[src/rtl/pc_pipe_pkg.sv]
`default_nettype none
// ============================================================================
// Module      : pc_pipe_pkg
// Description : Shared definitions for the PC pipe register. Holds the
//               all-ones preset (exception) vector and the encoding of the
//               fixed-priority next-PC select.
// Revision    : 1.0 - initial release
// ============================================================================
package pc_pipe_pkg;

    // Widest PC supported. The preset vector is sliced down to the PC width.
    localparam int unsigned PC_MAX_BITS = 64;
    localparam logic [PC_MAX_BITS-1:0] PC_ALL_ONES = '1;

    // Next-PC source, listed from highest to lowest priority.
    typedef enum logic [2:0] {
        SEL_PRE   = 3'd0,
        SEL_REDIR = 3'd1,
        SEL_HOLD  = 3'd2,
        SEL_PRED  = 3'd3,
        SEL_SEQ   = 3'd4
    } pc_sel_e;

endpackage : pc_pipe_pkg
`default_nettype wire

[src/rtl/pc_shadow_stage.sv]
`default_nettype none
// ============================================================================
// Module      : pc_shadow_stage
// Description : One entry of the in-flight PC shadow chain (PC + valid bit).
//               Clear drops the valid bit but keeps the stored PC. Shift
//               loads the entry from its upstream neighbour. With neither
//               control set, the entry holds.
// Ports       : Clock, Reset (async, active-low)
//               Shift, Clear         - entry controls
//               InPc, InValid        - upstream entry
//               OutPc, OutValid      - this entry
// Revision    : 1.0 - initial release
// ============================================================================
module pc_shadow_stage #(
    parameter int unsigned NrOfBits = 32
) (
    input  logic                Clock,
    input  logic                Reset,
    input  logic                Shift,
    input  logic                Clear,
    input  logic [NrOfBits-1:0] InPc,
    input  logic                InValid,
    output logic [NrOfBits-1:0] OutPc,
    output logic                OutValid
);

    logic [NrOfBits-1:0] r_pc;
    logic                r_valid;

    always_ff @(posedge Clock or negedge Reset) begin
        if (!Reset) begin
            r_pc    <= '0;
            r_valid <= 1'b0;
        end else if (Clear) begin
            r_valid <= 1'b0;
        end else if (Shift) begin
            r_pc    <= InPc;
            r_valid <= InValid;
        end
    end

    assign OutPc    = r_pc;
    assign OutValid = r_valid;

endmodule : pc_shadow_stage
`default_nettype wire

[src/rtl/pc_pipe_register.sv]
`default_nettype none
// ============================================================================
// Module      : pc_pipe_register
// Description : Fetch program-counter register with fixed-priority next-PC
//               select (preset, redirect, stall, predicted target,
//               sequential) and a Depth-entry shadow chain of in-flight PCs.
// Ports       : Clock, Reset (async, active-low)
//               ClockEnable, Tick    - state updates only when both are set
//               Pre                  - load all-ones exception vector
//               Stall                - hold PC and chain
//               Redirect, RedirectPc - flush to a new PC
//               PredTaken, PredTarget- BTB prediction
//               Pc                   - current fetch PC
//               StagePc, StageValid  - shadow chain, stage 0 youngest
//               RedirectCount        - saturating flush counter
// Revision    : 1.0 - initial release
// ============================================================================
module pc_pipe_register
    import pc_pipe_pkg::*;
#(
    parameter int unsigned     NrOfBits    = 32,
    parameter int unsigned     Depth       = 4,
    parameter int unsigned     IncBytes    = 4,
    parameter longint unsigned ResetVector = 0,
    parameter int unsigned     CountBits   = 8
) (
    input  logic                      Clock,
    input  logic                      Reset,
    input  logic                      ClockEnable,
    input  logic                      Tick,
    input  logic                      Pre,
    input  logic                      Stall,
    input  logic                      Redirect,
    input  logic [NrOfBits-1:0]       RedirectPc,
    input  logic                      PredTaken,
    input  logic [NrOfBits-1:0]       PredTarget,
    output logic [NrOfBits-1:0]       Pc,
    output logic [Depth*NrOfBits-1:0] StagePc,
    output logic [Depth-1:0]          StageValid,
    output logic [CountBits-1:0]      RedirectCount
);

    localparam logic [NrOfBits-1:0] c_reset_pc = NrOfBits'(ResetVector);
    localparam logic [NrOfBits-1:0] c_inc      = NrOfBits'(IncBytes);
    localparam logic [NrOfBits-1:0] c_preset   = PC_ALL_ONES[NrOfBits-1:0];

    logic [NrOfBits-1:0]  r_pc;
    logic [CountBits-1:0] r_count;

    logic                 w_en;
    pc_sel_e              w_sel;
    logic [NrOfBits-1:0]  w_pc_next;
    logic                 w_shift;
    logic                 w_clear;

    // Element 0 is the chain input (the current PC, always valid);
    // element i+1 is the output of shadow stage i.
    logic [Depth:0][NrOfBits-1:0] w_chain_pc;
    logic [Depth:0]               w_chain_valid;

    assign w_en = ClockEnable & Tick;

    always_comb begin
        w_sel = SEL_SEQ;
        if (Pre)
            w_sel = SEL_PRE;
        else if (Redirect)
            w_sel = SEL_REDIR;
        else if (Stall)
            w_sel = SEL_HOLD;
        else if (PredTaken)
            w_sel = SEL_PRED;
    end

    always_comb begin
        w_pc_next = r_pc;
        case (w_sel)
            SEL_PRE:   w_pc_next = c_preset;
            SEL_REDIR: w_pc_next = RedirectPc;
            SEL_PRED:  w_pc_next = PredTarget;
            SEL_SEQ:   w_pc_next = r_pc + c_inc;  // wraps modulo 2^NrOfBits
            default:   w_pc_next = r_pc;
        endcase
    end

    // The chain advances exactly when a new PC is fetched; preset and
    // redirect invalidate every in-flight entry but keep their PCs.
    assign w_shift = w_en & ((w_sel == SEL_PRED) | (w_sel == SEL_SEQ));
    assign w_clear = w_en & ((w_sel == SEL_PRE) | (w_sel == SEL_REDIR));

    always_ff @(posedge Clock or negedge Reset) begin
        if (!Reset) begin
            r_pc    <= c_reset_pc;
            r_count <= '0;
        end else if (w_en) begin
            r_pc <= w_pc_next;
            if ((w_sel == SEL_REDIR) && (r_count != {CountBits{1'b1}}))
                r_count <= r_count + CountBits'(1);
        end
    end

    assign w_chain_pc[0]    = r_pc;
    assign w_chain_valid[0] = 1'b1;

    generate
        for (genvar i = 0; i < int'(Depth); i++) begin : g_stage
            pc_shadow_stage #(
                .NrOfBits (NrOfBits)
            ) u_stage (
                .Clock    (Clock),
                .Reset    (Reset),
                .Shift    (w_shift),
                .Clear    (w_clear),
                .InPc     (w_chain_pc[i]),
                .InValid  (w_chain_valid[i]),
                .OutPc    (w_chain_pc[i+1]),
                .OutValid (w_chain_valid[i+1])
            );
        end
    endgenerate

    assign Pc            = r_pc;
    assign StagePc       = w_chain_pc[Depth:1];
    assign StageValid    = w_chain_valid[Depth:1];
    assign RedirectCount = r_count;

endmodule : pc_pipe_register
`default_nettype wire

[config.mk]
export PLATFORM = sky130hd
export DESIGN_NAME = pc_pipe_register
export DESIGN_NICKNAME = d
export VERILOG_FILES = /design/src/rtl/pc_pipe_pkg.sv /design/src/rtl/pc_shadow_stage.sv /design/src/rtl/pc_pipe_register.sv
export SDC_FILE = /design/constraint.sdc
export NUM_CORES = 1
export LEC_CHECK = 0
export BUFFER_PORTS_ARGS = -buffer_cell sky130_fd_sc_hd__buf_2
export CAP_MARGIN = 0
export CORE_MARGIN = 8
export CORE_UTILIZATION = 46
export CTS_BUF_LIST = sky130_fd_sc_hd__clkbuf_4
export DETAILED_ROUTE_END_ITERATION = 16
export GPL_TIMING_DRIVEN = 0
export HOLD_SLACK_MARGIN = 0.1
export PLACE_DENSITY = 0.79
export SKIP_LAST_GASP = 1
export SLEW_MARGIN = 20
export SYNTH_ARGS = -nofsm -noshare
export SYNTH_HDL_FRONTEND = slang
export SYNTH_SLANG_ARGS = --single-unit
[constraint.sdc]
create_clock -name Clock -period 1.9 [get_ports Clock]
set_clock_uncertainty 0.15 [all_clocks]
set_input_delay 0.19 -clock Clock [delete_from_list [all_inputs] [get_ports Clock]]
set_output_delay 0.19 -clock Clock [all_outputs]
set_load 0.01 [all_outputs]
Yosys cells after proc, flatten, opt, wreduce, memory -nomap -nowiden
Cells that the tools add are included.
{ "word_totals": {"reg_bits": 172, "inputBits": 72, "output_inout_bits": 172, "elab_cells": 42} }
{ "classes": {"add_sub_neg": 2, "eq_ne": 4, "n_mux": 13, "bitwise": 6, "n_reduce_logical": 7} }
{ "ops": {"columns": ["cell", "n"], "rows": [
  ["32-bit one-hot mux with 4 select lines", 1],
  ["32-bit by 3-bit adder with 32-bit output, second input constant", 1],
  ["3-bit 2-to-1 mux", 4],
  ["8-bit by 1-bit adder with 8-bit output, second input constant", 1],
  ["1-bit 2-to-1 mux", 8],
  ["8-bit != test, second input constant", 1],
  ["2-bit AND reduction", 3],
  ["4-bit nonzero test", 1],
  ["1-bit bitwise AND", 3],
  ["3-bit by 1-bit == test with 1-bit output, second input constant", 1],
  ["3-bit by 2-bit == test with 1-bit output, second input constant", 1],
  ["3-bit == test, second input constant", 1],
  ["3-bit logical NOT", 1],
  ["1-bit OR", 2],
  ["2-bit nonzero test", 1],
  ["1-bit logical AND", 1],
  ["1-bit inverter", 1]
]} }

Depth between registers and ports, before layout
Gate-level depths: netlist (run 1).
{ "logic_depth": {"ltp_word": 9, "mapped_depth": 7, "ltp_nobuf": 6} }

By module
From an unflattened synthesis (run 1), not the netlist that was laid out.
{ "unflattened": {"hier_cells": 598, "area_unflattened_um2": 8314.2} }
{ "modules_own_cells": {"columns": ["module", "instances", "cells_per_inst", "area_per_inst_um2", "seq_area_each_um2"], "rows": [
  ["pc_shadow_stage", 4, 72, 1397.6, 825.8],
  ["pc_pipe_register", 1, 310, 2723.9, 1001.0]
]} }

Least setup slack after synthesis (run 1)
No wires, ideal clock.
{ "synth_timing": {"path_type": "reg-to-reg", "from": "reg r_pc[2] (netlist: Pc[2])", "to": "reg r_pc[22] (netlist: Pc[22])", "setup_time_ns": 0.123, "t_arrival_ns": 1.814, "t_required_ns": 1.627, "path_slack_ns": -0.187, "path_stages_with_launch": 7, "n_path_buf": 0, "period_less_slack_ns": 2.087, "path_cell_list": "dfrtp_1 > ha_1 > nand2_1 > or4_4 > nor3_4 > a31oi_1 > o221a_1"} }
{ "synth_between": {"elab_chain_cells": 2} }
{ "synth_rtl": {"columns": ["item", "line_no", "text"], "rows": [
  ["start, declared", "pc_pipe_register.sv:47", "logic [NrOfBits-1:0] r_pc;"],
  ["start signal, assigned", "pc_pipe_register.sv:93", "r_pc <= c_reset_pc;"],
  ["start signal, assigned", "pc_pipe_register.sv:96", "r_pc <= w_pc_next;"],
  ["32-bit by 3-bit adder with 32-bit output", "pc_pipe_register.sv:81", "SEL_SEQ: w_pc_next = r_pc + c_inc;"],
  ["32-bit one-hot mux with 4 select lines", "pc_pipe_register.sv:77", "case (w_sel)"]
]} }
No other way between the ends.
A chain may end at the register's enable or synchronous reset.

Worst setup path in the final report (run 1)
{ "layout_timing": {"from": "reg r_pc[8] (netlist: Pc[8])", "to": "reg r_pc[22] (netlist: Pc[22])"} }
Same word-level chain as after synthesis.

==> results of run 1 <==
==> cells by family (layout without fill, tap and decap cells) <==
group / Yosys count / count (layout) / synth area share
adders and majority gates: 2 / 2 / 0.00332
DFF: 172 / 172 / 0.571
buffers and inverters: 61 / 438 / 0.0352
and+or+nand+nor: 463 / 463 / 0.253
muxes: 1 / 1 / 0.00149
xor gates and xnor gates: 7 / 7 / 0.00814
other: 0 / 3 / 0
AOI/OAI and AO/OA: 132 / 132 / 0.127
==> state kept, by name, indices dropped and copies added (netlist names) <==
name	count
RedirectCount	8
g_stage.u_stage.OutPc	128
g_stage.u_stage.OutValid	4
Pc	32
==> cell usage after synthesis (3+ instances only) <==
cell	instances	area, sq um
o22a_1	3	26.3
xor2_1	3	26.3
nand2_1	385	1450
buf_2	14	70.1
nand4_1	7	43.8
a211oi_1	4	30.0
dfrtp_1	172	4300
a21oi_1	27	135
a31oi_1	8	50.1
xnor2_1	4	35.0
a221oi_1	15	131
a2bb2oi_1	10	87.6
nor2_1	29	109
buf_4	5	37.5
clkbuf_1	31	116
o21a_1	6	45.0
a21o_1	3	22.5
nor4_1	5	31.3
o21ai_0	23	115
a211o_1	3	26.3
and3_1	5	31.3
inv_1	10	37.5
nor3_1	7	35.0
a221o_1	14	140
a22o_1	3	26.3
nand3_1	10	50.1
==> power breakdown <==
part | switching [uW] | internal [uW]
Combinational | 1590 | 1190
Clock | 1250 | 1200
Sequential | 673 | 4340
Total | 3520 | 6730
==> final timing paths <==
kind / to / start
setup reg to reg: Pc[22]$_DFFE_PN0P_ / Pc[8]$_DFFE_PN0P_
setup / recovery: Pc[22]$_DFFE_PN0P_ / Pc[8]$_DFFE_PN0P_
min in group asynchronous: g_stage[3].u_stage.OutPc[19]$_DFFE_PN0P_ / Reset
hold / removal: Pc[11]$_DFFE_PN0P_ / Redirect
max in group asynchronous: g_stage[2].u_stage.OutPc[4]$_DFFE_PN0P_ / Reset
hold reg to reg: g_stage[3].u_stage.OutPc[20]$_DFFE_PN0P_ / g_stage[3].u_stage.OutPc[20]$_DFFE_PN0P_
==> layer usage <==
metal	share of wire	routed length, um	vias to the layer above	global-route usage
li1	-	-	3543	-
met4	0.033	880	0	0.100
met3	0.087	2310	71	0.0581
met5	0	0	-	0
met1	0.39	10200	3681	0.313
met2	0.49	13000	391	0.420
==> area by class of cell <==
cell class | count | share of cell area
Tap cell | 216 | 0.0255
Clock buffer | 19 | 0.0134
Multi-Input combinational cell | 605 | 0.297
Inverter | 11 | 0.00389
Clock inverter | 12 | 0.0186
Timing Repair Buffer | 347 | 0.211
Antenna cell | 3 | 0.000708
Buffer | 49 | 0.0224
Sequential cell | 172 | 0.407
==> per-stage QoR <==
stage                     std cells  hold slack (ns)  total power (uW)  cell area [sq um]
final                          1434          -0.0445             10200              10600
after global routing           1434          -0.0686             10800              10600
after CTS                      1424          -0.0522             10200              10400
after detailed placement       1296           0.0886              7510               9090
after global placement         1295            0.284              7420               9050
after floorplan                 838           -0.256              6150               7570
==> worst max-delay path: cells and delay by family (launching register included) <==
kind / cells / cell delay, ns
compound gates: 2 / 0.37
flops: 1 / 0.42
simple gates: 3 / 1.02
==> cell usage in the layout, fill, tap and decap left out, types with 5 or more instances in the layout <==
cell | netlist | layout
a21oi_1 | 27 | 23
a221o_1 | 14 | 14
a221oi_1 | 15 | 13
a2bb2oi_1 | 10 | 9
a31oi_1 | 8 | 7
and3_1 | 5 | 5
buf_2 | 14 | 252
buf_4 | 5 | 34
buf_6 | 0 | 5
bufinv_16 | 0 | 5
clkbuf_1 | 31 | 26
clkbuf_4 | 0 | 20
dfrtp_1 | 172 | 162
dfrtp_2 | 0 | 10
dlygate4sd3_1 | 0 | 72
inv_1 | 10 | 10
nand2_1 | 385 | 382
nand3_1 | 10 | 7
nand4_1 | 7 | 7
nor2_1 | 29 | 28
nor3_1 | 7 | 6
o21a_1 | 6 | 6
o21ai_0 | 23 | 21
==> timing repair <==
action | in CTS | in global routing
gates resized for setup | 14 | 41
pin swaps | 14 | 11
setup buffers | 26 | 7
endpoints found under the hold margin | 211 | 3
setup endpoints to repair | 20 | 107
==> metrics.md, run 1 <==
| Metric | Value |
|---|---|
| Placer Congestion | approximately 0.89 |
| Ys flop type | dfrtp_1 |
| CP max-delay cell | or4_4 |
| Failing checks | hold timing, setup timing |
| Slew margin rel. | 0.445 |
| RSZ-0062 raised after global routing | yes |
| Maximum vdd drop | 0.000405 V |
| Hold Slack | -0.0445 ns |
| # DRC | 0 |
| Synthesized net count | 912 |
| Iteration-0 DRC Markers | 597 |
| CTS Buf Count | 17 |
| Port bufs | around 240 |
| Hold/Removal Path Class | in2reg |
| Post-Route WL | 26400 um |
| Worst skew pair latency | about 0.57 ns |
| TritonCTS clock tree | built |
| GRT Residual Overflow | 0 |
| Num rows | 46 |
| Synthesized instance count | about 840 |
| Via count | just under 8000 |
| Reg2Reg Depth | 5 |
| Worst Tran Pin Value | roughly 0.83 ns |
| Vias/cell | ~5.4 |
| Netlist Area Pre-Place | ~7500 sq um |
| Max Buffers Root-to-Sink | 2 |
| Crit path max fanout | 6 |
| Largest net degree at the start of global routing | between 80 and 90 |
| Pre-Repair DR Iteration Count | 7 |
| Average cell area after synthesis | ~9 sq um |
| Final nets | roughly 1300 |
| Multi-input gate area | 3150 sq um |
| Num ports | around 240 |
| Dpl ws | -0.490 ns |
| Kind of critical path | reg2reg |
| Die X-Extent | between 100 and 150 um |
| Fin. Hold Viols | 3 |
| Final setup viols | 19 |
| Power per cell area | between 900 and 1000 nW/um^2 |
| Root Driver | clkbuf_4 |
| Initial Utilization | 0.472 |
| Fill count | ~1300 |
| Req. time, crit path | 2.20 ns |
| Clk slew on worst S/H paths | roughly 0.15 ns |
| DP Wirelength | around 18000 um |
| Synth Register Bits | ~170 |
| Tcrit/Tclk final | 1.09 |
| Total negative slack | -1.54 ns |
| Die Height | 144 um |
| Sequential area share after synthesis | 0.571 |
| Final min period | roughly 2.1 ns |
| Area growth from synthesis to final layout | 40.9% |
| Setup WS post-layout | -0.180 ns |
| CTS sink count | around 170 |
| Critical path launch point type | flip-flop |
| CORE AREA | about 16000 sq um |
| Storage cell area | about 4300 sq um |
| Initial antenna violation count | 3 |
| Share of layout cells above drive strength 1 | 0.311 |
| Fmax | 481 MHz |
| H-tree depth | 4 |
| Die outline area | roughly 21000 sq um |
| Synthesis Warnings | 0 |
| Max stage delay on crit path | approximately 0.53 ns |
| Ys async rst share | 1.00 |
| Hold bufs inserted after CTS | 72 |
| Number of synthesized flops with an enable pin | 0 |
| Wire length per cell | 18.4 um |
| P_leak | approximately 0.0057 uW |
| Vias in the first global route | ~7500 |
| First-pass GRT wire length | ~41000 um |
| ANT nets after route | 0 |
| Hold path cells | 4 |
| GRT Util Overall | 0.253 |
| Crit. End Element | flip-flop |
| Crit-path cells | nand4_1, or4_4, nor3_4, a31oi_1, o221a_1 |
| Status | finished, violations left |
| Final Slew Violations | 0 |
| R2R setup slack | -0.18 ns |
| MaxCap Viol Count | 0 |
| Yosys cell types | 53 |
| Core Util, Final | 0.666 |
| WP data arrival | around 2.4 ns |
No activity file was read; power rests on OpenSTA's default activity.
==> run 2: changes to the inputs <==
CORE_UTILIZATION = 35   (was 46)
PLACE_DENSITY = 0.64   (was 0.79)
==> run 2 against run 1 <==
  * Setup slack better by 0.046 ns
  * Register-to-register slack better by 0.05 ns
  * Combinational power hardly changed
  * Cell count is 3.8% higher
  * Via count is 3.6% lower
  * Critical endpoint unchanged
  * Sequential share of layout area is 0.20 points higher
  * The flow still finishes with violations (hold timing, setup timing)
==> metrics.md, run 2 (synthesis results as in run 1) <==
| Metric | Value |
|---|---|
| GRT Residual Overflow | 0 |
| Crit path max-delay family | simple AND/OR/NAND/NOR gates |
| Vias in the first global route | roughly 7500 |
| CTS Buf Count | 17 |
| Crit path max fanout | 4 |
| R2R setup slack | -0.13 ns |
| Req. time, crit path | between 2 and 2.5 ns |
| Finished Layout Cells | approximately 1500 |
| Die outline area | 26500 sq um |
| Worst Tran Pin Value | approximately 0.67 ns |
| Initial Utilization | 0.357 |
| Placed Cells incl. Taps | 1355 |
| Failing checks | hold timing, setup timing |
| Slew margin rel. | 0.547 |
| Iteration-0 DRC Markers | between 500 and 600 |
| Max stage delay on crit path | between 0.5 and 0.6 ns |
| Via count | 7408 |
| Critical path depth | 5 |
| Int Power | 6590 uW |
| Fin. Hold Viols | 3 |
| Status | finished, violations left |
| Maximum vdd drop | roughly 0.00036 V |
| Crit path to | Pc[22]$_DFFE_PN0P_ |
| Clock power share | 0.233 |
| Die Height | approximately 160 um |
| Share of layout cells above drive strength 1 | 0.300 |
| Setup WS post-layout | -0.134 ns |
| H-tree depth | 4 |
| Fmax | just under 500 MHz |
| Post-Route WL | ~27000 um |
| Wire length per cell | 18.2 um |
| Pre-Repair DR Iteration Count | 5 |
| Final min period | roughly 2.0 ns |
| Most frequent cells in the layout | nand2_1, buf_2, dfrtp_1 |
| Hold Slack | -0.0605 ns |
| Crit. End Element | flip-flop |
| Placed inst area | around 9200 sq um |
| Placer Congestion | 0.847 |
| Tcrit/Tclk final | 1.07 |
| # DRC | 0 |
| CP max-delay cell | or4_4 |
| TritonCTS clock tree | built |
| Die X-Extent | 163 um |
| Num rows | 53 |
| Commonest non-fill, non-tap cell in the layout | nand2_1 |
| Net Sw Power | ~3500 uW |
| Hold/Removal Path Class | in2reg |
| First-pass GRT wire length | around 42000 um |
| Worst Setup SP | Pc[6]$_DFFE_PN0P_ |
| Num ports | between 200 and 250 |
| Crit path buffers/inverters | 0 |
| Total negative slack | -0.887 ns |
| DP Wirelength | between 15000 and 20000 um |
| Reg-to-reg critical path endpoint | Pc[22]$_DFFE_PN0P_ |
| Largest net degree at the start of global routing | 93 |
| CTS sink count | approximately 170 |
| Critical path launch point type | flip-flop |
| RSZ-0062 raised after global routing | yes |
| Area growth from synthesis to final layout | 40.2% |
| WP data arrival | between 2 and 2.5 ns |
| Core Util, Final | 0.501 |
| Max Buffers Root-to-Sink | 2 |
| Clk slew on worst S/H paths | approximately 0.16 ns |
| Vias/cell | ~5 |
| Root Driver | clkbuf_4 |
| Power Total | 10100 uW |
| P_leak | 0.00569 uW |
| Final setup viols | 15 |
| Reg2Reg Depth | 5 |
| GRT Util Overall | 0.203 |
| Sw frac | 0.348 |
| Reg-to-Reg Start | Pc[6]$_DFFE_PN0P_ |
| Max FFs per register | 128 |
| Worst skew pair latency | 0.57 ns |
| Final nets | about 1300 |
| MaxCap Viol Count | 0 |
| Kind of critical path | reg2reg |
| Power per cell area | around 960 nW/um^2 |
| Port bufs | between 200 and 250 |
| Comb power frac | 0.272 |
| Final instance area | roughly 11000 sq um |
| Final Slew Violations | 0 |
| Crit-path cells | nand4_1, or4_4, nor3_4, a31oi_1, o221a_1 |
| Initial antenna violation count | 1 |
| CORE AREA | approximately 21000 sq um |
| ANT nets after route | 0 |
| Reg power frac | 0.496 |
[run 2: metrics by stage]
step	setup slack, ns	hold WS, ns
final	-0.134	-0.0605
after global routing	-0.195	-0.0746
after detailed placement	-0.456	0.121
after global placement	-2.69	0.287
after floorplan	-0.0240	-0.256
after CTS	-0.117	-0.0583
[run 2: power groups by stage]
stage          Combinational (uW)  Clock (uW)  Sequential, uW
3_5_place_dp                 2410           0            5140
5_1_grt                      3040        2550            5130
2_1_floorplan                 877           0            5270
6_report                     2750        2350            5020
4_1_cts                      2740        2430            5020
3_3_place_gp                 2360           0            5130
[run 2: what timing repair did]
item                       CTS  global route
hold buffers                73             1
resized for setup           15            32
gates cloned                 0             0
setup buffers               21             7
setup endpoints to repair   22            79
hold endpoints to repair   211             4
pin swaps                   11             9
[run 2: worst register-to-register path: stages (launching register included)]
cell and delay [ns]:
dfrtp_2 0.40, nand4_1 0.24, or4_4 0.52, nor3_4 0.24, a31oi_1 0.11, o221a_1 0.25
[run 2: layer usage]
metal | wire length, um | global-route usage
met1 | 11500 | 0.253
met2 | 13200 | 0.340
met3 | 1770 | 0.0475
met4 | 659 | 0.0692
met5 | 0 | 0
[run 2: cell type report]
class	count	area [sq um]
Inverter	11	41.3
Tap cell	275	344
Clock inverter	12	173
Multi-Input combinational cell	605	3090
Fill cell	2050	10500
Clock buffer	20	150
Sequential cell	172	4320
Buffer	49	240
Antenna cell	1	2.50
Timing Repair Buffer	343	2200
[run 2: worst min path at each step]
stage,endpoint,startpoint,depth (start not counted),slack [ns]
finish,Pc[11]$_DFFE_PN0P_,Redirect,4,-0.06
detailed placement,g_stage[3].u_stage.OutPc[20]$_DFFE_PN0P_,Reset,1,0.12
global placement,Pc[2]$_DFFE_PN0P_,PredTarget[2],3,0.29
global route,Pc[11]$_DFFE_PN0P_,Redirect,4,-0.07
CTS,Pc[11]$_DFFE_PN0P_,Redirect,4,-0.06
floorplan,Pc[0]$_DFFE_PN0P_,Reset,0,-0.26
==> run 3: changes to the inputs <==
CORE_MARGIN = 1   (was 8)
clock period = 1.7 ns   (was 1.9 ns; I/O delays follow)
==> run 3 against run 2 <==
  * Highest routed layer unchanged
  * Sequential power grew 12%
  * Flip-flop and latch count is the same
  * Setup slack lost 0.16 ns
  * The flow still finishes with violations (hold timing, setup timing)
  * Clock power grew 3%
  * Count of clock-buffer cells in the layout shrank 2
  * Cell count grew 0.54%
  * Power grew 11%
  * Register-to-register slack lost 0.16 ns
  * Critical path type unchanged
  * Fmax grew 2.0%
  * Die area shrank 16%
==> metrics.md, run 3 (synthesis results as in run 1) <==
| Metric | Value |
|---|---|
| Vias/cell | 4.90 |
| Kind of critical path | reg2reg |
| Placer Congestion | approximately 0.87 |
| Worst Tran Pin Value | between 0.8 and 0.9 ns |
| Hold/Removal Path Class | in2reg |
| Critical path launch point type | flip-flop |
| Die X-Extent | roughly 150 um |
| Most frequent cells in the layout | nand2_1, buf_2, dfrtp_1 |
| ANT nets after route | 0 |
| Die Height | between 100 and 150 um |
| Setup WS post-layout | -0.293 ns |
| Final nets | ~1300 |
| Crit. End Element | flip-flop |
| Tcrit/Tclk final | 1.17 |
| Core Util, Final | 0.508 |
| Fmax | 502 MHz |
| Area growth from synthesis to final layout | 42.2% |
| CTS Buf Count | 17 |
| Fill count | 2020 |
| Crit-path cells | ha_4, nand2_4, or4_4, buf_4, nor2_4, a21oi_1, o22a_1 |
| GRT Util Overall | 0.238 |
| Placed Cells incl. Taps | approximately 1400 |
| Worst Hold Launch | PredTaken |
| MaxCap Viol Count | 0 |
| Wire length per cell | around 17 um |
| Status | finished, violations left |
| CTS sink count | 172 |
| Initial antenna violation count | 1 |
| Iteration-0 DRC Markers | approximately 410 |
| R2R setup slack | -0.29 ns |
| Hold path cells | 4 |
| # DRC | 0 |
| Initial Utilization | 0.357 |
| Slew margin rel. | 0.405 |
| Placed inst area | between 9000 and 10000 sq um |
| Clk slew on worst S/H paths | roughly 0.15 ns |
| Num ports | roughly 240 |
| Total negative slack | -17.92 ns |
| Reg-to-reg critical path endpoint | Pc[18]$_DFFE_PN0P_ |
| Via count | 7337 |
| Crit path max-delay family | simple AND/OR/NAND/NOR gates |
| CORE AREA | between 20000 and 25000 sq um |
| Max stage delay on crit path | 0.52 ns |
| Die outline area | 22100 sq um |
| Hold Slack | -0.123 ns |
| RSZ-0062 raised after global routing | yes |
| DP Wirelength | between 15000 and 20000 um |
| GRT Residual Overflow | 0 |
| Pre-Repair DR Iteration Count | 5 |
| Final setup viols | 108 |
| Post-Route WL | ~26000 um |
| Worst hold endpoint | Pc[11]$_DFFE_PN0P_ |
| Finished Layout Cells | approximately 1500 |
| Max Buffers Root-to-Sink | 2 |
| H-tree depth | 4 |
| WP data arrival | about 2.3 ns |
| Req. time, crit path | between 2 and 2.5 ns |
| P_leak | around 0.0057 uW |
| Fin. Hold Viols | 50 |
| Largest net degree at the start of global routing | 65 |
| Crit path max fanout | 3 |
| Reg2Reg Depth | 7 |
| Port bufs | approximately 240 |
| Max FFs per register | between 100 and 150 |
| Root Driver | clkbuf_4 |
| Reg-to-Reg Start | Pc[3]$_DFFE_PN0P_ |
| Final min period | 1.99 ns |
| Final Slew Violations | 0 |
| Power per cell area | about 1100 nW/um^2 |
| Worst skew pair latency | between 0.5 and 0.6 ns |
| Failing checks | hold timing, setup timing |
| First-pass GRT wire length | about 40000 um |
| CP max-delay cell | or4_4 |
| Crit path buffers/inverters | 1 |
| TritonCTS clock tree | built |
| Vias in the first global route | 7200 |
| Num rows | 53 |
| Maximum vdd drop | between 0.0004 and 0.0005 V |
| Final instance area | 10700 sq um |
| Commonest non-fill, non-tap cell in the layout | nand2_1 |
| Dpl ws | -0.832 ns |
| Share of layout cells above drive strength 1 | 0.315 |
[run 3: power breakdown]
group | switching, uW | total (uW) | internal, uW
combinational | 1780 | 3220 | 1440
sequential | 762 | 5620 | 4850
clock | 1410 | 2430 | 1010
[run 3: through the flow]
step	power, uW	hold WS [ns]
final	11300	-0.123
after floorplan	6890	-0.276
after global placement	8320	0.261
after global routing	11900	-0.144
after CTS	11300	-0.187
after detailed placement	8410	-0.0343
[run 3: layout make-up]
type / instances / area, sq um / share of cell area
Tap cell: 275 / 344 / 0.0321
Sequential cell: 172 / 4320 / 0.403
Clock inverter: 12 / 148 / 0.0138
Antenna cell: 1 / 2.50 / 0.000234
Buffer: 50 / 241 / 0.0225
Multi-Input combinational cell: 605 / 3150 / 0.294
Inverter: 11 / 41.3 / 0.00386
Timing Repair Buffer: 352 / 2330 / 0.218
Clock buffer: 18 / 135 / 0.0126
[run 3: worst min-delay path: cells and delay by family]
| family | cells | cell delay (ns) |
|---|---|---|
| AO/OA/AOI/OAI | 2 | 0.15 |
| buffers and inverters | 1 | 0.12 |
| AND/OR/NAND/NOR | 1 | 0.11 |
[run 3: worst max-delay path by stage]
| stage | to | slack (ns) | depth (start not counted) | start |
|---|---|---|---|---|
| floorplan | Pc[22]$_DFFE_PN0P_ | -0.22 | 6 | Pc[9]$_DFFE_PN0P_ |
| global placement | Pc[2]$_DFFE_PN0P_ | -2.83 | 1 | Reset |
| detailed placement | g_stage[2].u_stage.OutPc[8]$_DFFE_PN0P_ | -0.83 | 7 | ClockEnable |
| CTS | Pc[22]$_DFFE_PN0P_ | -0.29 | 6 | Pc[3]$_DFFE_PN0P_ |
| global route | Pc[18]$_DFFE_PN0P_ | -0.33 | 7 | Pc[6]$_DFFE_PN0P_ |
| finish | Pc[18]$_DFFE_PN0P_ | -0.29 | 7 | Pc[3]$_DFFE_PN0P_ |
[run 3: per-layer routing]
layer	vias up	GRT usage	routed length (um)
met3	35	0.0463	1530
met4	0	0.0732	489
met2	284	0.398	12700
met5	-	0	0
li1	3554	-	-
met1	3464	0.309	11200
[run 3: what timing repair did]
item | in CTS | in global routing
resized for setup | 28 | 28
setup buffers | 34 | 6
endpoints found under the hold margin | 172 | 55
pin swaps | 20 | 20
endpoints found under the setup margin | 116 | 140
hold buffers | 68 | 2
